**config.mk**
```make
export PLATFORM = sky130hd
export DESIGN_NAME = elem_stream_sr
export DESIGN_NICKNAME = d
export VERILOG_FILES = /design/src/rtl/elem_stream_sr_pkg.sv /design/src/rtl/elem_stream_sr.sv
export SDC_FILE = /design/constraint.sdc
export NUM_CORES = 1
export LEC_CHECK = 0
export ABC_CLOCK_PERIOD_IN_PS = 3900
export BUFFER_PORTS_ARGS = -buffer_cell sky130_fd_sc_hd__buf_2
export CORE_MARGIN = 3
export CORE_UTILIZATION = 37
export CTS_CLUSTER_SIZE = 24
export DETAILED_ROUTE_END_ITERATION = 6
export GPL_ROUTABILITY_DRIVEN = 0
export PLACE_DENSITY = 0.64
export SKIP_CTS_REPAIR_TIMING = 1
export SLEW_MARGIN = 20
export SYNTH_ARGS = -nofsm -noshare
export SYNTH_HDL_FRONTEND = slang
export SYNTH_SLANG_ARGS = --single-unit
export TNS_END_PERCENT = 20
```
**constraint.sdc**
```tcl
create_clock -name clk -period 3.9 [get_ports clk]
set_clock_uncertainty 0.1 [all_clocks]
set_input_delay 0.39 -clock clk [delete_from_list [all_inputs] [get_ports clk]]
set_output_delay 0.39 -clock clk [all_outputs]
set_load 0.03 [all_outputs]
```
**src/rtl/elem_stream_sr_pkg.sv**
```systemverilog
// elem_stream_sr_pkg: shared definitions for the element shift buffer.
//   - default element width and depth for the top-level parameters
//   - decoded per-cycle operation type used by the next-state logic
package elem_stream_sr_pkg;

    localparam int unsigned ELEM_W_DEFAULT = 8;
    localparam int unsigned DEPTH_DEFAULT  = 4;

    // One operation wins each cycle; streaming covers push, pop, both or neither.
    typedef enum logic [1:0] {
        OpFlush  = 2'd0,
        OpLoad   = 2'd1,
        OpStream = 2'd2
    } op_e;

endpackage

```
**src/rtl/elem_stream_sr.sv**
```systemverilog
// elem_stream_sr: parametrised element shift buffer.
// Holds up to DEPTH elements of ELEM_W bits. Loaded in parallel (load_*) or one
// element at a time (in_*), drained one element per cycle from slot 0 (out_*).
// Ports:
//   clk, rst          clock, synchronous active-high reset
//   flush             discard all contents this cycle
//   msb_first         parallel load order (1: highest element leaves first)
//   load_valid/ready  parallel word handshake, load_data holds DEPTH elements
//   in_valid/ready    serial element handshake, in_elem
//   out_valid/ready   head element handshake, out_elem
//   count/full/empty  occupancy status
module elem_stream_sr
    import elem_stream_sr_pkg::*;
#(
    parameter int unsigned ELEM_W = ELEM_W_DEFAULT,
    parameter int unsigned DEPTH  = DEPTH_DEFAULT,
    localparam int unsigned CNT_W = $clog2(DEPTH + 1)
) (
    input  logic                    clk,
    input  logic                    rst,
    input  logic                    flush,
    input  logic                    msb_first,
    input  logic                    load_valid,
    output logic                    load_ready,
    input  logic [DEPTH*ELEM_W-1:0] load_data,
    input  logic                    in_valid,
    output logic                    in_ready,
    input  logic [ELEM_W-1:0]       in_elem,
    output logic                    out_valid,
    input  logic                    out_ready,
    output logic [ELEM_W-1:0]       out_elem,
    output logic [CNT_W-1:0]        count,
    output logic                    full,
    output logic                    empty
);

    logic [ELEM_W-1:0] slots_q [DEPTH];
    logic [ELEM_W-1:0] slots_d [DEPTH];
    logic [CNT_W-1:0]  count_q;
    logic [CNT_W-1:0]  count_d;

    logic              pop;
    logic              push;
    logic              load;
    logic [CNT_W-1:0]  wr_idx;
    op_e               op;

    // Status and handshakes
    assign empty      = (count_q == '0);
    assign full       = (count_q == CNT_W'(DEPTH));
    assign out_valid  = !empty;
    assign out_elem   = slots_q[0];
    assign count      = count_q;
    assign load_ready = empty && !flush;
    // A load offered into an empty buffer takes priority over a serial push.
    assign in_ready   = (!full || out_ready) && !flush && !(load_valid && empty);

    assign pop  = out_valid && out_ready;
    assign push = in_valid && in_ready;
    assign load = load_valid && load_ready;

    // Push lands just past the surviving contents after any same-cycle pop.
    assign wr_idx = count_q - CNT_W'(pop);

    always_comb begin
        if (flush) begin
            op = OpFlush;
        end else if (load) begin
            op = OpLoad;
        end else begin
            op = OpStream;
        end
    end

    always_comb begin
        for (int k = 0; k < int'(DEPTH); k++) begin
            slots_d[k] = slots_q[k];
        end
        count_d = count_q;

        unique case (op)
            OpFlush: begin
                for (int k = 0; k < int'(DEPTH); k++) begin
                    slots_d[k] = '0;
                end
                count_d = '0;
            end
            OpLoad: begin
                for (int k = 0; k < int'(DEPTH); k++) begin
                    if (msb_first) begin
                        slots_d[k] = load_data[(int'(DEPTH) - 1 - k) * int'(ELEM_W) +: ELEM_W];
                    end else begin
                        slots_d[k] = load_data[k * int'(ELEM_W) +: ELEM_W];
                    end
                end
                count_d = CNT_W'(DEPTH);
            end
            default: begin
                if (pop) begin
                    for (int k = 0; k < int'(DEPTH) - 1; k++) begin
                        slots_d[k] = slots_q[k + 1];
                    end
                    slots_d[DEPTH-1] = '0;
                end
                if (push) begin
                    for (int k = 0; k < int'(DEPTH); k++) begin
                        if (wr_idx == CNT_W'(k)) begin
                            slots_d[k] = in_elem;
                        end
                    end
                end
                count_d = count_q + CNT_W'(push) - CNT_W'(pop);
            end
        endcase
    end

    always_ff @(posedge clk) begin
        if (rst) begin
            for (int k = 0; k < int'(DEPTH); k++) begin
                slots_q[k] <= '0;
            end
            count_q <= '0;
        end else begin
            for (int k = 0; k < int'(DEPTH); k++) begin
                slots_q[k] <= slots_d[k];
            end
            count_q <= count_d;
        end
    end

endmodule

```
==> summary.txt <==
Run status
  • Status: complete, no violations

Clock tree
  • CTS tree: built
  • Clk buf depth: 2
  • Cts bufs inserted: 5
  • # H-tree levels: 2
  • Clock Latency Late Sink: 0.29 ns
  • Clock sink total: 35
  • Root Buffer: clkbuf_8
  • Clock transition at path regs: about 0.080 ns

Power and ir drop
  • Gate power share: roughly 28%
  • Clk network pwr share: 29.2%
  • P_int: approximately 600 uW
  • Leakage: between 0.001 and 0.0015 uW
  • Peak supply drop: 0.000164 V
  • Flop pwr share: a little over two fifths
  • Switching Power: approximately 310 uW
  • Net Sw Frac: between 30% and 40%
  • Power per cell area: roughly 310 nW/um^2

Floorplanning
  • Core area: roughly 6500 sq um
  • DIE HEIGHT: approximately 90 um
  • Effective utilization at floorplan: around two fifths
  • DIE AREA: between 7000 and 8000 sq um
  • Top Ports: 63
  • Std-Cell Rows: 29
  • DIE WIDTH: about 90 um

Routing
  • Initial DRC Count: approximately 210
  • Final WL: about 7.3 mm
  • Routed Antenna Nets: 0
  • First-pass detailed-route iteration total: 4
  • DR vias/cell: between 5 and 6
  • DRC: 0
  • Vias: ~2,400
  • Wire length per cell: 18.2 um

Place
  • Number of port buffers: 62
  • Dpl hpwl: between 4 and 5 mm
  • Pre-CTS setup slack: between 0.9 and 1 ns
  • Placed inst area: about 2900 sq um

Final layout
  • Final Util: a little under half
  • Share of layout cells above drive strength 1: around 31%
  • P&R area growth vs syn: 17.1%
  • N_diodes: 0
  • Design Area, Final: 2940 sq um
  • Nets@finish: about 380

Setup path
  • CP Capture Type: flop
  • Critical path data arrival time: about 3.0 ns
  • CP required: roughly 4.0 ns
  • R2r setup slk: 0.98 ns
  • Critical path peak fanout: 25
  • Crit start category: flop
  • CP Class: reg2reg

Timing
  • Fin. max-slew vios: 0
  • Relative slew slack: 38.1%
  • RSZ-0062 raised after global routing: false
  • Fmax: 342 MHz
  • Hold Vio Cnt, Final: 0
  • Final period utilization: between 70% and 80%
  • TNS Setup: 0 ns
  • Setup WS post-layout: slightly below 1 ns
  • Worst slew pin tran: slightly above 0.9 ns
  • Minimum clock period: between 2 and 3 ns
  • Setup-failing EPs final: 0

GRT
  • Initial antenna violation count: 0
  • Pin count of the biggest net entering global routing: 35
  • First-pass GRT wire length: around 12 mm
  • Total GRT Usage: about 19%
  • GR Overflow Total: 0
  • Vias in the first global route: approximately 2,300

Logic synthesis
  • Ys flop type: dfxtp_1
  • Top post-synthesis cells by count: dfxtp_1, mux2i_1, o21ai_0, o22ai_1, and2_1
  • Seq/Total Area, Yosys: around 28%
  • Share of the synthesized area in the top cell type: roughly 28%
  • YS warnings: 0
  • Most common cell in the netlist: dfxtp_1
  • Leading area contributor after synthesis: dfxtp_1
  • EDFF count, synth: 0
  • Async SR Flop Fraction: 0%
  • Syn Inst Count: approximately 270
  • Syn nets: roughly 320
  • Flops & latches, synth: 35
  • Yosys cell types: 36
  • Synth Cell Area: between 2000 and 3000 sq um
  • Avg Synthesized Cell Area: 9.25 sq um
  • Largest cells by area after synthesis: dfxtp_1, mux2i_1, a221oi_2

Min path
  • Class of the worst hold path: in2reg

Job
  • Max-cap viol count: 0
-- logic make-up after synthesis --
family	after synthesis	share of synthesized area, %
compound gates	110	36.2
simple gates	59	14.7
flops	35	27.9
mux	32	12.8
buf+inv	29	5.19
fa+ha+maj	5	2.79
xor+xnor	1	0.349
-- layout by cell type, fill, tap and decap left out, types with 2 or more instances in the layout --
cell type  instances
o21ai_0           32
dfxtp_1           35
a21oi_1            3
nor2_1             6
a221oi_1           8
a22oi_2            3
a22o_4             3
a32oi_1            8
buf_2             62
and2_1            28
inv_1              6
clkbuf_1           2
ha_1               4
nand3_1            2
buf_4              6
nand2b_1          10
mux2i_1           32
a221oi_2          16
o22ai_1           32
and4b_1            2
nor4b_1            2
clkbuf_8           5
-- path summary, 6_finish.rpt --
path | from | end | cells after the start
setup / recovery | count[2] | count[2] | 9
hold / removal | rst | count[2] | 2
setup reg to reg | count[2] | count[2] | 9
hold reg to reg | slots_q[2][5] | slots_q[1][5] | 2
-- worst max-delay path: stages (launching register included) --
cell and delay [ns]:
dfxtp_1 0.69, o31ai_4 0.14, inv_1 0.09, buf_4 0.37, ha_1 0.20, inv_1 0.04, ha_1 0.18, fa_1 0.42
xnor2_1 0.16, a2111oi_0 0.41
-- state kept, by name, summed over array words and instances, names as in the netlist --
register,flops
slots_q,32
count,3
-- layout make-up --
class	instances	area, sq um
fill	647	3520
multi-input combinational	207	1680
sequential	35	701
timing repair buffer	68	355
tap	77	96.3
clock buffer	7	76.3
inverter	6	22.5
clock inverter	1	5.00
-- layer usage --
layer  GRT usage [%]  up-vias  part of all wire, %
met5               0        -                    0
met4            4.95        0                  1.2
met3            3.35       10                  5.6
met2            31.3       70                   49
met1            27.0     1131                   45
li1                -     1176                    -
-- stage by stage --
step / hold slack [ns] / instances / total power (uW)
finish: 0.184 / 401 / 909
CTS: 0.183 / 401 / 913
global route: 0.210 / 401 / 954
floorplan: 0.373 / 271 / 570
global placement: 0.447 / 393 / 648
detailed placement: 0.454 / 393 / 652
-- power by group through the flow --
| stage | clock network [uW] | logic (uW) | registers (uW) |
|---|---|---|---|
| detailed placement | 0 | 256 | 395 |
| finish | 266 | 256 | 387 |
| global placement | 0 | 253 | 395 |
| CTS | 269 | 257 | 387 |
| floorplan | 0 | 168 | 402 |
| global route | 284 | 281 | 389 |
No activity file was read; power rests on OpenSTA's default activity.
